<file path="src/rtl/sqrt_operand_dr_tx.sv">
// Single-rail to dual-rail four-phase operand transmitter for the async sqrt core.
// Optional watchdog is enabled by defining SQRT_OPERAND_TX_TIMEOUT_EN.
module sqrt_operand_dr_tx #(
    parameter int EW             = 7,
    parameter int RW             = 29,
    parameter int SYNC_STAGES    = 2,
    parameter int TIMEOUT_CYCLES = 1023
) (
    input  logic                     clk,
    input  logic                     rst_n,
    input  logic                     in_valid_i,
    output logic                     in_ready_o,
    input  logic [EW:0]              in_exp_i,
    input  logic [RW:0]              in_radicand_i,
    output logic [2*(EW+RW+2)-1:0]   op_o,
    input  logic                     ack_i,
    output logic                     busy_o,
    output logic                     timeout_o
);

    localparam int NP = EW + RW + 2;

    typedef enum logic [1:0] {IDLE, DATA, RTZ} state_t;

    state_t                 state_q, state_d;
    logic [2*NP-1:0]        op_q, op_d, op_enc;
    logic                   ready_q, ready_d;
    logic [SYNC_STAGES-1:0] sync_q, sync_d;
    logic                   ack_s;
    logic                   accept;
    logic                   expired;

    // Per bit: data_0 on the odd rail, data_1 on the even rail.
    always_comb begin
        op_enc = '0;
        for (int i = 0; i <= RW; i++) begin
            op_enc[2*i +: 2] = in_radicand_i[i] ? 2'b01 : 2'b10;
        end
        for (int j = 0; j <= EW; j++) begin
            op_enc[2*(RW+1+j) +: 2] = in_exp_i[j] ? 2'b01 : 2'b10;
        end
    end

    always_comb begin
        sync_d = {sync_q[SYNC_STAGES-2:0], ack_i};
    end

    assign ack_s  = sync_q[SYNC_STAGES-1];
    assign accept = in_valid_i & ready_q;

`ifdef SQRT_OPERAND_TX_TIMEOUT_EN
    localparam int CW = $clog2(TIMEOUT_CYCLES + 1);

    logic [CW-1:0] cnt_q, cnt_d;
    logic          timeout_q, timeout_d;

    assign expired = (state_q != IDLE) &&
                     (cnt_q == CW'(TIMEOUT_CYCLES - 1));

    // Restart the count on every entry into DATA or RTZ.
    always_comb begin
        cnt_d     = '0;
        timeout_d = timeout_q | expired;
        if (state_q != IDLE && state_d == state_q) begin
            cnt_d = cnt_q + 1'b1;
        end
    end

    always_ff @(posedge clk) begin
        if (!rst_n) begin
            cnt_q     <= '0;
            timeout_q <= 1'b0;
        end else begin
            cnt_q     <= cnt_d;
            timeout_q <= timeout_d;
        end
    end

    assign timeout_o = timeout_q;
`else
    assign expired   = 1'b0;
    assign timeout_o = 1'b0;
`endif

    always_comb begin
        state_d = state_q;
        op_d    = op_q;
        ready_d = 1'b0;
        unique case (state_q)
            IDLE: begin
                if (accept) begin
                    op_d    = op_enc;
                    state_d = DATA;
                end else begin
                    ready_d = ~ack_s;
                end
            end
            DATA: begin
                if (expired) begin
                    op_d    = '0;
                    state_d = IDLE;
                    ready_d = ~ack_s;
                end else if (ack_s) begin
                    op_d    = '0;
                    state_d = RTZ;
                end
            end
            RTZ: begin
                if (expired || !ack_s) begin
                    state_d = IDLE;
                    ready_d = ~ack_s;
                end
            end
            default: begin
                op_d    = '0;
                state_d = IDLE;
            end
        endcase
    end

    always_ff @(posedge clk) begin
        if (!rst_n) begin
            state_q <= IDLE;
            op_q    <= '0;
            ready_q <= 1'b0;
            sync_q  <= '0;
        end else begin
            state_q <= state_d;
            op_q    <= op_d;
            ready_q <= ready_d;
            sync_q  <= sync_d;
        end
    end

    assign op_o       = op_q;
    assign in_ready_o = ready_q;
    assign busy_o     = (state_q != IDLE);

endmodule

</file>
<file path="config.mk">
export PLATFORM = sky130hd
export DESIGN_NAME = sqrt_operand_dr_tx
export DESIGN_NICKNAME = d
export VERILOG_FILES = /design/src/rtl/sqrt_operand_dr_tx.sv
export SDC_FILE = /design/constraint.sdc
export NUM_CORES = 1
export LEC_CHECK = 0
export CELL_PAD_IN_SITES_DETAIL_PLACEMENT = 0
export CELL_PAD_IN_SITES_GLOBAL_PLACEMENT = 1
export CORE_MARGIN = 5
export CORE_UTILIZATION = 27
export CTS_CLUSTER_SIZE = 14
export DETAILED_ROUTE_END_ITERATION = 10
export PLACE_DENSITY_LB_ADDON = 0.25
export SYNTH_ARGS = -nofsm -noshare
export SYNTH_HDL_FRONTEND = slang
export SYNTH_SLANG_ARGS = --single-unit
</file>
<file path="constraint.sdc">
create_clock -name clk -period 1.4 [get_ports clk]
set_input_delay 0.14 -clock clk [delete_from_list [all_inputs] [get_ports clk]]
set_output_delay 0.14 -clock clk [all_outputs]
set_load 0.01 [all_outputs]
</file>
==> results of run 1 <==
## metal layers
metal  wire (um)  GRT usage
met1        3310      0.147
met2        3240      0.185
met3         629     0.0607
met4          63     0.0333
met5           0          0
## power by group through the flow
stage | Sequential, mW | Combinational, mW | Clock [mW]
6_report | 2.49 | 0.767 | 1.70
5_1_grt | 2.51 | 0.819 | 1.87
4_1_cts | 2.49 | 0.736 | 1.78
3_5_place_dp | 2.55 | 0.726 | 0
3_3_place_gp | 2.55 | 0.722 | 0
2_1_floorplan | 2.60 | 0.224 | 0
## sequential cells by signal, summed over array words and instances (netlist names)
name / count
in_ready_o: 1
op_o: 76
state_q: 2
sync_q: 2
## what timing repair did
item                                    CTS  global route
resized for setup                        40            61
hold endpoints to repair                  0             0
pin swaps                                 0            25
setup buffers                             2             3
endpoints found under the setup margin   76           119
hold buffers                              0             0
cloned                                    1             4
## placed cells by master (no fill, tap or decap), drive strengths merged
master and n:
inv 1, or2 2, dlymetal6s2s 42, dfxtp 81, and2 2, nor2 1
a21oi 1, bufinv 1, buf 13, dlygate4sd2 32, nand3b 1, nor4 1
o32ai 1, and3 1, a22o 38, clkinvlp 3, and3b 1, clkdlybuf4s50 44
clkbuf 16, xor2 1, o2bb2ai 38, conb 1, nand2b 2
## critical path: stages, from the launching register on
cell and delay [ns]:
dfxtp_2 0.33, and3b_2 0.23, o32ai_4 0.29, buf_12 0.17
clkbuf_16 0.18, a22o_1 0.14
## logic make-up (layout without fill, tap and decap cells)
| group | after synthesis | in the layout | synth area share |
|---|---|---|---|
| buffers and inverters | 18 | 152 | 0.0405 |
| other | 1 | 1 | 0.00150 |
| and+or+nand+nor | 11 | 11 | 0.0280 |
| xor gates and xnor gates | 1 | 1 | 0.00350 |
| AOI/OAI and AO/OA | 78 | 78 | 0.279 |
| DFF | 81 | 81 | 0.648 |
## synth_stat cells
cell,instances
and3_1,1
dfxtp_1,81
buf_2,9
xor2_1,1
a22o_1,38
or2_2,1
clkbuf_1,2
nand3b_1,1
o32ai_4,1
nor4_1,1
inv_1,1
and2_1,2
conb_1,1
nand2b_1,2
a21oi_1,1
buf_4,6
or2_1,1
and3b_1,1
nor2_1,1
o2bb2ai_1,38
## worst max-delay path by stage
stage          startpoint  endpoint  slack [ns]  cells past startpoint
2_1_floorplan  in_ready_o   op_o[0]        0.06                      5
3_3_place_gp   in_valid_i  op_o[60]       -0.20                      5
3_5_place_dp   in_valid_i  op_o[62]       -0.24                      5
4_1_cts        state_q[1]  op_o[17]      -0.004                      5
5_1_grt        state_q[1]   op_o[6]       -0.04                      5
6_report       state_q[1]  op_o[38]      0.0007                      5
## final cells by class
cell class                 count  area, um^2
fill                         841        4820
sequential                    81        1630
timing repair buffer         135        1530
multi-input combinational     91         837
clock buffer                  12         145
tap                          111         139
clock inverter                 4        52.6
inverter                       1        3.75
## through the flow
| step | worst slack [ns] | setup TNS [ns] |
|---|---|---|
| 2_1_floorplan | 0.0581 | 0 |
| 3_3_place_gp | -0.195 | -13.86 |
| 3_5_place_dp | -0.239 | -16.03 |
| 4_1_cts | -0.00407 | -0.00558 |
| 5_1_grt | -0.0434 | -1.27 |
| 6_report | 0.000710 | 0 |
==> results.md, run 1 <==
* Status: finished clean
* Gpl congestion at 0.665
* Layout Utilization at 0.474
* Routed vias/inst at between 4 and 5
* Final Max Slew Viols at 0
* R2R setup slack at 0.0007 ns
* Clock slew at reported path FFs at roughly 0.080 ns
* HP Class: primary input to flop
* DRT iter0 DRCs at 44
* Total grt overflow at 0
* Pwr Density at 1140 nW/um^2
* Synth cell types at 20
* Yosys warns at 0
* Area of the core at around 9200 um^2
* Synth-to-layout area growth at 73.1%
* Max VDD drop at 713 uV
* Register area share after synthesis at 0.648
* Worst Path Required at 1.69 ns
* Num CTS Buffers at 9
* Final setup vio count at 0
* RSZ-0062 raised after global routing: true
* Capturing point of the worst reg2reg path: op_o[38]
* Hold path startpoint: in_radicand_i[1]
* Vias in the first global route at 2,123
* Number of diodes at 0
* Final period util at 0.999
* Mapped Cells at 190
* Worst Path Max Fanout at 19
* Critical path type: flop to flop
* Wirelength, routed at 7250 um
* Die ar. at 11,300 um^2
* IO Count at 121
* MaxCap Viol Count at 0
* Synthesized area at roughly 2500 um^2
* Area share of the largest cell type after synthesis at 0.648
* Switching share of power at 0.245
* Initial antenna violation count at 0
* Worst hold stages at 2
* Hold-critical path endpoint: op_o[3]
* Sequential share of power at 0.503
* Placed cell count at roughly 400
* Total track usage at 0.120
* Clock root cell: clkbuf_8
* Post-route insts no fill at 435
* Largest cells by area after synthesis: dfxtp_1 65%, a22o_1 13%, o2bb2ai_1 13%
* Final #Nets at ~360
* Worst r2r path cells at 5
* Tmin final at 1.40 ns
* Worst-skew pair later-pin latency at approximately 0.34 ns
* Final hold violation count at 0
* Pre-antenna DRT Iters at 3
* Drt drc at 0
* Pint at 3.74 mW
* Leak Pwr at 2.45 nW
* Placed standard-cell area at about 3900 um^2
* Die width at 106 um
* Layout Skew at roughly 0.0076 ns
* Maximum clock frequency at ~0.7 GHz
* Final Instance Area at 4330 um^2
* Via count at between 2,000 and 2,500
* Max Root-Sink Buffers at 2
* Worst r2r src: state_q[1]
* Syn nets at 232
* Final Power at 4.95 mW
* Clk pwr share at 0.343
* DR WL/cell at roughly 17 um
* Syn avg cell area at 13.2 um^2
* NetSw at between 1 and 1.5 mW
* #FFs+latches synth at a little over 80
* Startpoint types: flop
* Largest net degree at the start of global routing at 39
* WP data arrival at around 1.7 ns
* Starting density of the core at 0.274
* Clock tree from TritonCTS: built
* CTS sink cnt at 81
* ANT nets after route at 0
* First-pass GRT wire length at 10,800 um
* CP Capture Type: flop
* DP Wirelength at 4580 um
* Power share of the combinational group at 0.155
* Yosys top cell by area: dfxtp_1
* Hold slack at 0.357 ns
* H-tree levels at 3
* Die Ht at 106 um
* I/O Buffers at 119
* Row Count at 35
* Layout cells sized above 1 at 0.139
Note: power is estimated with default switching activity, not from simulation.
==> run 2: changes to the inputs <==
--- a/config.mk
+++ b/config.mk
@@ -8,10 +8,11 @@
 export CELL_PAD_IN_SITES_DETAIL_PLACEMENT = 0
 export CELL_PAD_IN_SITES_GLOBAL_PLACEMENT = 1
 export CORE_MARGIN = 5
-export CORE_UTILIZATION = 27
+export CORE_UTILIZATION = 30
 export CTS_CLUSTER_SIZE = 14
 export DETAILED_ROUTE_END_ITERATION = 10
 export PLACE_DENSITY_LB_ADDON = 0.25
 export SYNTH_ARGS = -nofsm -noshare
 export SYNTH_HDL_FRONTEND = slang
 export SYNTH_SLANG_ARGS = --single-unit
+export TNS_END_PERCENT = 1
==> constraint.sdc (replaced) <==
create_clock -name clk -period 1.5 [get_ports clk]
set_input_delay 0.15 -clock clk [delete_from_list [all_inputs] [get_ports clk]]
set_output_delay 0.15 -clock clk [all_outputs]
set_load 0.01 [all_outputs]
==> run 2 against run 1 <==
Compared with the run above:
- power shrank 5.1%
- worst hold slack gained 0.0098 ns
- design area shrank 5.9%
- clock skew grew 0.0030 ns
- wire length shrank 11%
- worst setup slack gained 0.077 ns
- core utilization grew 2.5 points
- final cell count shrank 3.0%
- count of clock-buffer cells in the layout shrank 1
- first-iteration DRC count grew 16%
- largest power group unchanged
==> results.md, run 2 (synthesis results as in run 1) <==
* Final period util at 0.948
* CP Capture Type: output pin (was flop)
* DR WL/cell at 15.2 um (was 16.7 um)
* Setup WS pre-CTS at -0.132 ns (was -0.239 ns)
* Clock slew at reported path FFs at 0.08 ns (about the same)
* Worst r2r src: state_q[1] (unchanged)
* Setup Fix Bufs, Post-CTS at 0 (was 2)
* Met3 usage at 0.0792 (was 0.0607)
* Final Max Slew Viols at 0 (unchanged)
* Post-CTS sizing at 2 (was 40)
* Max VDD drop at 658 uV (was 713 uV)
* CP max stage cell: dfxtp_2 (unchanged)
* Final hold violation count at 0 (unchanged)
* Worst Path Required at 1.35 ns (was 1.69 ns)
* Worst-skew pair later-pin latency at 0.34 ns (about the same)
* DP Wirelength at 4500 um (was 4580 um)
* Gr busiest metal: met2 (unchanged)
* CP Buf/Inv Count at 1 (was 2)
* Final setup margin at 0.0776 ns (was 0.000710 ns)
* Worst r2r path cells at 4 (was 5)
* Num CTS Buffers at 9 (unchanged)
* IO Count at 121 (unchanged)
* Critical path type: flop to output pin (was flop to flop)
* M2 GR Usage at 0.189 (was 0.185)
* Layout Skew at 0.0106 ns (was 0.00761 ns)
* Gpl congestion at 0.678 (was 0.665)
* Sequential cell area at 1620 um^2 (was 1630 um^2)
* Pwr Density at 1150 nW/um^2 (was 1140 nW/um^2)
* Capturing point of the worst reg2reg path: op_o[6] (was op_o[38])
* HP Class: primary input to flop (unchanged)
* Cells along the critical path: or2_2 > dlygate4sd2_1 (was and3b_2 > o32ai_4 > buf_12 > clkbuf_16 > a22o_1)
* Multi-input logic area at 788 um^2 (was 837 um^2)
* DRT iter0 DRCs at 51 (was 44)
* Total track usage at 0.128 (was 0.120)
* Crit path from: state_q[0] (was state_q[1])
* MaxCap Viol Count at 0 (unchanged)
* Startpoint types: flop (unchanged)
* Die ar. at 10,300 um^2 (was 11,300 um^2)
* R2R setup slack at 0.09 ns (was 0.0007 ns)
* Clock tree from TritonCTS: built (unchanged)
* Pre-antenna DRT Iters at 4 (was 3)
* Starting density of the core at 0.306 (was 0.274)
* Die width at 101 um (was 106 um)
* CTS Hold Buffers Added at 0 (unchanged)
* Vias in the first global route at 2,056 (was 2,123)
* Clock root cell: clkbuf_8 (unchanged)
* Routed vias/inst at 4.69 (was 4.70)
* Max Root-Sink Buffers at 2 (unchanged)
* Placed standard-cell area at 3870 um^2 (was 3850 um^2)
* Maximum clock frequency at 0.703 GHz
* WP data arrival at 1.27 ns (was 1.69 ns)
* Die Ht at 101 um (was 106 um)
* First-pass GRT wire length at 10,300 um (was 10,800 um)
* Tmin final at 1.42 ns
* Synth-to-layout area growth at 62.9% (was 73.1%)
* CTS sink cnt at 81 (unchanged)
* Max reg flops at 76 (unchanged)
* Initial antenna violation count at 0 (unchanged)
* Worst Path Max Fanout at 6 (was 19)
* Largest net degree at the start of global routing at 39 (unchanged)
* Family with the most delay on the worst path: flip-flops (was compound AO/OA/AOI/OAI gates)
* Wirelength, routed at 6420 um (was 7250 um)
* I/O Buffers at 119 (unchanged)
* Commonest non-fill, non-tap cell in the layout: clkdlybuf4s50_1 (was dfxtp_1)
* Final Instance Area at 4080 um^2 (was 4330 um^2)
* Fill cells at 769 (was 841)
* Via count at 1,978 (was 2,045)
* RSZ-0062 raised after global routing: false (was true)
* Number of diodes at 0 (unchanged)
* WP depth at 2 (was 5)
* Largest stage delay, worst path at 0.37 ns (was 0.33 ns)
* H-tree levels at 3 (unchanged)
* Crit path capture: busy_o (was op_o[38])
* Area of the core at 8180 um^2 (was 9150 um^2)
* Leak Pwr at 1.50 nW (was 2.45 nW)
* M1 GR Usage at 0.156 (was 0.147)
* Final setup vio count at 0 (unchanged)
* Drt drc at 0 (unchanged)
* Most frequent cells in the layout: 118 x clkdlybuf4s50_1, 80 x dfxtp_1, 38 x o2bb2ai_1, 38 x a22o_1, 9 x clkbuf_8 (was 79 x dfxtp_1, 44 x clkdlybuf4s50_1, 42 x dlymetal6s2s_1)
* Total grt overflow at 0 (unchanged)
* Status: finished clean (unchanged)
* ANT nets after route at 0 (unchanged)
* Layout cells sized above 1 at 0.0852 (was 0.139)
* Final #Nets at 354 (was 361)
* Row Count at 33 (was 35)
-- run 2: cell count changes in the layout (fill, tap and decap cells not counted), moves of 2 or more --
cell,delta
o2bb2ai_1,+6
o2bb2ai_2,-6
buf_4,+2
dlygate4sd2_1,-31
buf_12,-2
clkbuf_16,-3
dlymetal6s2s_1,-42
buf_6,-3
clkdlybuf4s50_1,+74
-- run 2: routing by layer --
layer	vias up	wire, um
met1	922	2860
met2	79	2780
met5	-	0
li1	971	-
met3	6	723
met4	0	60
-- run 2: final cells by class --
type,count,area share
Sequential cell,81,0.398
Clock inverter,5,0.0196
Timing Repair Buffer,128,0.324
Clock buffer,11,0.0322
Tap cell,105,0.0322
Inverter,1,0.000921
Multi-Input combinational cell,91,0.193
-- run 2: where the power goes --
group	total (mW)	switching (mW)	internal (mW)
sequential	2.33	0.0632	2.26
clock	1.70	0.767	0.936
combinational	0.668	0.274	0.394
total	4.70	1.10	3.60
-- run 2: worst min path at each step --
| stage | start | endpoint | slack, ns | cells past startpoint |
|---|---|---|---|---|
| after CTS | in_radicand_i[6] | op_o[13] | 0.35 | 2 |
| after detailed placement | sync_q[0] | sync_q[1] | 0.43 | 1 |
| after floorplan | in_radicand_i[5] | op_o[11] | 0.24 | 1 |
| final | in_radicand_i[6] | op_o[13] | 0.37 | 2 |
| after global placement | sync_q[0] | sync_q[1] | 0.42 | 1 |
| after global routing | in_exp_i[7] | op_o[75] | 0.35 | 2 |
-- run 2: per-stage QoR --
stage	cells	TNS, ns	util	power [mW]	hold WS, ns
6_report	422	0	0.499	4.70	0.367
5_1_grt	422	0	0.499	4.92	0.353
4_1_cts	422	0	0.499	4.76	0.349
3_5_place_dp	406	-8.40	0.473	3.05	0.429
3_3_place_gp	406	-6.37	0.473	3.05	0.422
2_1_floorplan	190	0	-	2.63	0.238
==> run 3: changes to the inputs <==
--- a/config.mk
+++ b/config.mk
@@ -12,6 +12,7 @@
 export CTS_CLUSTER_SIZE = 14
 export DETAILED_ROUTE_END_ITERATION = 10
 export PLACE_DENSITY_LB_ADDON = 0.25
+export SLEW_MARGIN = 20
 export SYNTH_ARGS = -nofsm -noshare
 export SYNTH_HDL_FRONTEND = slang
 export SYNTH_SLANG_ARGS = --single-unit
==> results of run 3 <==
No change in the layout: final DEF, timing and power equal those of run 2.
